<file path="src/rtl/pc_fetch_ctrl_pkg.sv">
// Shared types and constants for the fetch-stage controller.
package rv_fetch_pkg;

  localparam int XLEN = 32;
  localparam logic [XLEN-1:0] NOP_INSTR = 32'h0000_0013;
  localparam logic [XLEN-1:0] PC_STEP = 32'd4;

  typedef enum logic [1:0] {
    S_REQ  = 2'd0,
    S_RSP  = 2'd1,
    S_DROP = 2'd2
  } fetch_state_t;

  // Redirect targets are word-aligned by discarding the low two bits.
  function automatic logic [XLEN-1:0] align_pc(input logic [XLEN-1:0] pc);
    return pc & ~32'h0000_0003;
  endfunction

endpackage

</file>
<file path="src/rtl/pc_fetch_ctrl_if_id_reg.sv">
// IF/ID pipeline register: holds one fetched instruction and its PC for decode.
import rv_fetch_pkg::*;

module if_id_reg (
  input  logic            clk,
  input  logic            rst,
  input  logic            load,
  input  logic            consume,
  input  logic            flush,
  input  logic [XLEN-1:0] load_instr,
  input  logic [XLEN-1:0] load_pc,
  output logic            valid,
  output logic [XLEN-1:0] instr,
  output logic [XLEN-1:0] pc
);

  // Priority: flush beats load, load beats consume (load+consume keeps valid set).
  always_ff @(posedge clk) begin
    if (rst) begin
      valid <= 1'b0;
      instr <= NOP_INSTR;
      pc    <= '0;
    end else if (flush) begin
      valid <= 1'b0;
    end else if (load) begin
      valid <= 1'b1;
      instr <= load_instr;
      pc    <= load_pc;
    end else if (consume) begin
      valid <= 1'b0;
    end
  end

endmodule

</file>
<file path="src/rtl/pc_fetch_ctrl.sv">
// Fetch-stage controller: owns the PC, issues one-at-a-time imem requests, feeds IF/ID.
// Optional macro FETCH_MISALIGN_CHK_EN adds the Misalign_Err output.
import rv_fetch_pkg::*;

module pc_fetch_ctrl #(
  parameter logic [31:0] RESET_PC = 32'h0000_0000
) (
  input  logic         clk,
  input  logic         rst,
  output logic [31:0]  Pc_Out,
  input  logic [31:0]  Pc_Add_Out,
  input  logic         Branch_Taken,
  input  logic [31:0]  Branch_Target,
  output logic         Imem_Req_Valid,
  input  logic         Imem_Req_Ready,
  output logic [31:0]  Imem_Req_Addr,
  input  logic         Imem_Rsp_Valid,
  input  logic [31:0]  Imem_Rsp_Data,
  output logic         Instr_Valid,
  output logic [31:0]  Instr_Out,
  output logic [31:0]  Instr_Pc,
  input  logic         Id_Ready,
`ifdef FETCH_MISALIGN_CHK_EN
  output logic         Misalign_Err,
`endif
  output fetch_state_t Fetch_State
);

  // Handshake: a request transfers on a cycle where Imem_Req_Valid & Imem_Req_Ready;
  // the address is only sampled then. IF/ID hands off on Instr_Valid & Id_Ready.

  fetch_state_t state;
  logic [31:0]  req_pc;
  logic         fire;
  logic         load;

  // Only issue when the IF/ID slot will be free by the time the response lands.
  assign Imem_Req_Valid = !rst && (state == S_REQ) && !Branch_Taken &&
                          (!Instr_Valid || Id_Ready);
  assign Imem_Req_Addr  = Pc_Out;
  assign fire           = Imem_Req_Valid && Imem_Req_Ready;
  assign load           = (state == S_RSP) && Imem_Rsp_Valid && !Branch_Taken;
  assign Fetch_State    = state;

  always_ff @(posedge clk) begin
    if (rst) begin
      state  <= S_REQ;
      Pc_Out <= RESET_PC;
      req_pc <= '0;
    end else if (Branch_Taken) begin
      Pc_Out <= align_pc(Branch_Target);
      // An outstanding request becomes wrong-path unless its response is here now.
      if (state == S_REQ || Imem_Rsp_Valid) state <= S_REQ;
      else                                  state <= S_DROP;
    end else begin
      case (state)
        S_REQ: begin
          if (fire) begin
            req_pc <= Pc_Out;
            Pc_Out <= Pc_Add_Out;
            state  <= S_RSP;
          end
        end
        S_RSP, S_DROP: begin
          if (Imem_Rsp_Valid) state <= S_REQ;
        end
        default: state <= S_REQ;
      endcase
    end
  end

`ifdef FETCH_MISALIGN_CHK_EN
  always_ff @(posedge clk) begin
    if (rst) Misalign_Err <= 1'b0;
    else     Misalign_Err <= Branch_Taken && (Branch_Target[1:0] != 2'b00);
  end
`endif

  if_id_reg u_if_id (
    .clk        (clk),
    .rst        (rst),
    .load       (load),
    .consume    (Id_Ready),
    .flush      (Branch_Taken),
    .load_instr (Imem_Rsp_Data),
    .load_pc    (req_pc),
    .valid      (Instr_Valid),
    .instr      (Instr_Out),
    .pc         (Instr_Pc)
  );

endmodule
</file>
<file path="config.mk">
export PLATFORM = sky130hd
export DESIGN_NAME = pc_fetch_ctrl
export DESIGN_NICKNAME = d
export VERILOG_FILES = /design/src/rtl/pc_fetch_ctrl_pkg.sv /design/src/rtl/pc_fetch_ctrl_if_id_reg.sv /design/src/rtl/pc_fetch_ctrl.sv
export SDC_FILE = /design/constraint.sdc
export NUM_CORES = 1
export LEC_CHECK = 0
export ABC_CLOCK_PERIOD_IN_PS = 1600
export CAP_MARGIN = 0
export CORE_ASPECT_RATIO = 0.9
export CORE_UTILIZATION = 35
export CTS_BUF_LIST = sky130_fd_sc_hd__clkbuf_8
export DETAILED_ROUTE_END_ITERATION = 6
export PLACE_DENSITY = 0.7
export SLEW_MARGIN = 40
export SYNTH_ARGS = -nofsm -noshare
export SYNTH_HDL_FRONTEND = slang
export SYNTH_SLANG_ARGS = --single-unit
</file>
<file path="constraint.sdc">
create_clock -name clk -period 1.6 [get_ports clk]
set_input_delay 0.16 -clock clk [delete_from_list [all_inputs] [get_ports clk]]
set_output_delay 0.16 -clock clk [all_outputs]
set_load 0.005 [all_outputs]
</file>
==> load_flow_metrics.sql <==
INSERT INTO impl_metrics (metric_group, metric, value, unit) VALUES
('status', 'result_of_the_run', 'finished, final reports clean', ''),
('global_route', 'grt_antenna_before_repair', '0', ''),
('layout', 'antennaDiodeCount', '0', ''),
('min_path', 'hp-class', 'input port to flip-flop', ''),
('timing', 'timing.clock.skew', '0.00864', 'ns'),
('global_route', 'met1_usage', '22.3', '%'),
('worst_setup_path', 'slowest_delay', '0.53', 'ns'),
('yosys', 'syn_inst', '615', ''),
('global_route', 'grt_remaining_overflow', '0', ''),
('yosys', 'synth_area', '4980', 'um2'),
('die', 'start_util', '36.6', '%'),
('timing', 'rsz_0062_raised_after_global_routing', 'false', ''),
('yosys', 'synth_top_area_share', '52.6', '%'),
('timing', 'timing.fmax', '651', 'MHz'),
('power_and_ir_drop', 'worst_ir_drop_vdd', '0.509', 'mV'),
('die', 'floorplan.die_area', '14700', 'um2'),
('global_route', 'grt.busiest_layer', 'met2', ''),
('layout', 'final_common_cell', 'clkdlybuf4s50_1', ''),
('die', 'boundaryPins', '234', ''),
('clocking', 'cts-root-buf', 'clkbuf_8', ''),
('layout', 'finish.net_count', '922', ''),
('worst_setup_path', 'critPathRequiredTime', '1.44', 'ns'),
('die', 'fp.dieH', '115', 'um'),
('timing', 'finalCritPeriodShare', '96.0', '%'),
('layout', 'final_layout_size_suffix_gt1_share', '10.5', '%'),
('power_and_ir_drop', 'pwr_density_cell', '891', 'nW/um2'),
('run', 'maxCapViolations', '0', ''),
('drt', 'drt_wl_cell', '14.4', 'um'),
('worst_setup_path', 'worst-path-buf-inv', '1', ''),
('die', 'placeableCoreArea', '13600', 'um2'),
('timing', 'finalHoldWorstSlack', '0.167', 'ns'),
('clocking', 'cts_max_path_buffers', '2', ''),
('layout', 'num-fill-cells', '1216', ''),
('worst_setup_path', 'startpoint_type', 'flip-flop', ''),
('yosys', 'synth-seq-cells', '131', ''),
('worst_setup_path', 'endpoint_kind', 'output pin', ''),
('layout', 'fin_area', '7830', 'um2'),
('global_route', 'globalRouteTotalUtil', '20.4', '%'),
('clocking', 'tritoncts.num_buffers', '17', ''),
('timing', 'timing.final.hold_violations', '0', ''),
('drt', 'detail_route.first_pass.iterations', '4', ''),
('global_route', 'wire_length_of_the_first_global_routing_pass', '23.1', 'mm'),
('layout', 'final-seq-area', '2640', 'um2'),
('layout', 'multi_input_comb_area', '1910', 'um2'),
('drt', 'detailroute.via_count', '4784', ''),
('timing', 'finalCriticalPeriod', '1.54', 'ns'),
('drt', 'drt-initial-drc-count', '247', ''),
('placement', 'io_buffers', '231', ''),
('clocking', 'clock_sink_count', '131', ''),
('yosys', 'synth.yosys.seq_area_share', '52.6', '%'),
('layout', 'final_core_utilization', '57.5', '%'),
('timing', 'setup_viol', '0', ''),
('die', 'die_width', '128', 'um'),
('global_route', 'vias_in_the_first_global_route', '4699', ''),
('placement', 'dp_hpwl', '10.6', 'mm'),
('yosys', 'synth_top_area_cell', 'dfxtp_1', ''),
('drt', 'wl', '14.7', 'mm'),
('timing', 'maxSlewViolCount', '0', ''),
('yosys', 'synth_area_leaders', 'dfxtp_1, nand2_1, a21oi_1', ''),
('worst_setup_path', 'critical_path_class', 'flip-flop to output pin', ''),
('worst_setup_path', 'critical-path-top-delay-family', 'buffers and inverters', ''),
('global_route', 'gr_util_met2', '37.2', '%'),
('clocking', 'cts_max_level', '4', ''),
('drt', 'drtAntennaViolNets', '0', ''),
('clocking', 'clock_tree_from_tritoncts', 'built', ''),
('worst_setup_path', 'slowest_stage_cell_on_the_critical_path', 'clkdlybuf4s50_1', ''),
('global_route', 'grt_start_max_net_pins', '57', ''),
('placement', 'placed_area', '7390', 'um2'),
('clocking', 'cts.reportedPaths.clkPinSlew', '0.06', 'ns'),
('yosys', 'synth.avg_cell_area', '8.10', 'um2'),
('layout', 'areaGrowthSynthToFinish', '57.1', '%');
## stage by stage
| stage | cells | setup slack (ns) | TNS (ns) |
|---|---|---|---|
| 2_1_floorplan | 615 | 0.157 | 0 |
| 3_3_place_gp | 987 | -0.0814 | -1.90 |
| 3_5_place_dp | 987 | -0.0993 | -3.17 |
| 4_1_cts | 1020 | 0.00157 | 0 |
| 5_1_grt | 1020 | 0.00220 | 0 |
| 6_report | 1020 | 0.0643 | 0 |
## cell usage after synthesis
cell      number
or3_1          1
buf_2         19
inv_1          2
o41ai_2        1
nand3_1        3
nor2_1         4
a21oi_1       93
a22oi_1       30
buf_1          2
nor2b_1        1
buf_4         36
clkbuf_2       2
o21ai_0       22
nor2_2         1
inv_2          1
nand2_1      225
a41oi_1        1
o21ai_1       11
dfxtp_1      131
or2_2          1
and3_1         1
mux2i_1        3
ha_1           2
nand2b_1       2
clkbuf_1      14
buf_6          4
or2_1          1
and4_1         1
## per-layer routing
layer | wire, um | share of wire (%)
met4 | 178 | 1.2
met3 | 910 | 6.2
met5 | 0 | 0
met2 | 7460 | 51
met1 | 6120 | 42
## repair_timing
action | CTS | global route
gates resized for setup | 10 | 14
gates cloned | 0 | 0
buffers inserted | 0 | 0
hold endpoints to repair | 6 | 0
hold buffers | 1 | 0
pin swaps | 0 | 1
endpoints found under the setup margin | 14 | 18
## kinds of logic after synthesis
logic type | after synthesis | share of synthesized area (%)
muxes | 3 | 0.603
adders and majority gates | 2 | 0.502
and+or+nand+nor | 241 | 18.7
buffers and inverters | 80 | 9.87
AOI/OAI and AO/OA | 158 | 17.7
DFF | 131 | 52.6
## layout make-up
| class | instances | share of cell area [%] |
|---|---|---|
| multi-input cells | 404 | 24.4 |
| inverters | 3 | 0.176 |
| clock inverters | 11 | 1.39 |
| flip-flops and latches | 131 | 33.7 |
| clock buffers | 21 | 3.69 |
| well taps | 189 | 3.02 |
| repair buffers | 261 | 33.6 |
## flip-flops by register name, indices dropped and copies added, names as in the netlist
| name | count |
|---|---|
| req_pc | 32 |
| u_if_id.pc | 32 |
| Imem_Req_Addr | 32 |
| u_if_id.instr | 32 |
| u_if_id.valid | 1 |
| Fetch_State | 2 |
## power breakdown
part           internal [mW]  total [mW]  switching [mW]
logic                  0.511       0.808           0.297
registers               3.35        3.42          0.0771
clock network           1.53        2.75            1.22
total                   5.38        6.98            1.60
## final timing paths
| kind | start | cells past startpoint | endpoint | slack, ns |
|---|---|---|---|---|
| max reg2reg | Fetch_State[0] | 8 | u_if_id.pc[4] | 0.11 |
| min reg2reg | req_pc[11] | 2 | u_if_id.pc[11] | 0.45 |
| min | Branch_Taken | 3 | Fetch_State[0] | 0.17 |
| max | Imem_Req_Addr[28] | 1 | Imem_Req_Addr[28] | 0.06 |
## worst min-delay path: cells and delay by family
family,cells,cell delay [ns]
compound gates,2,0.22
buf+inv,1,0.18
Power figures use the tool's default switching activity.
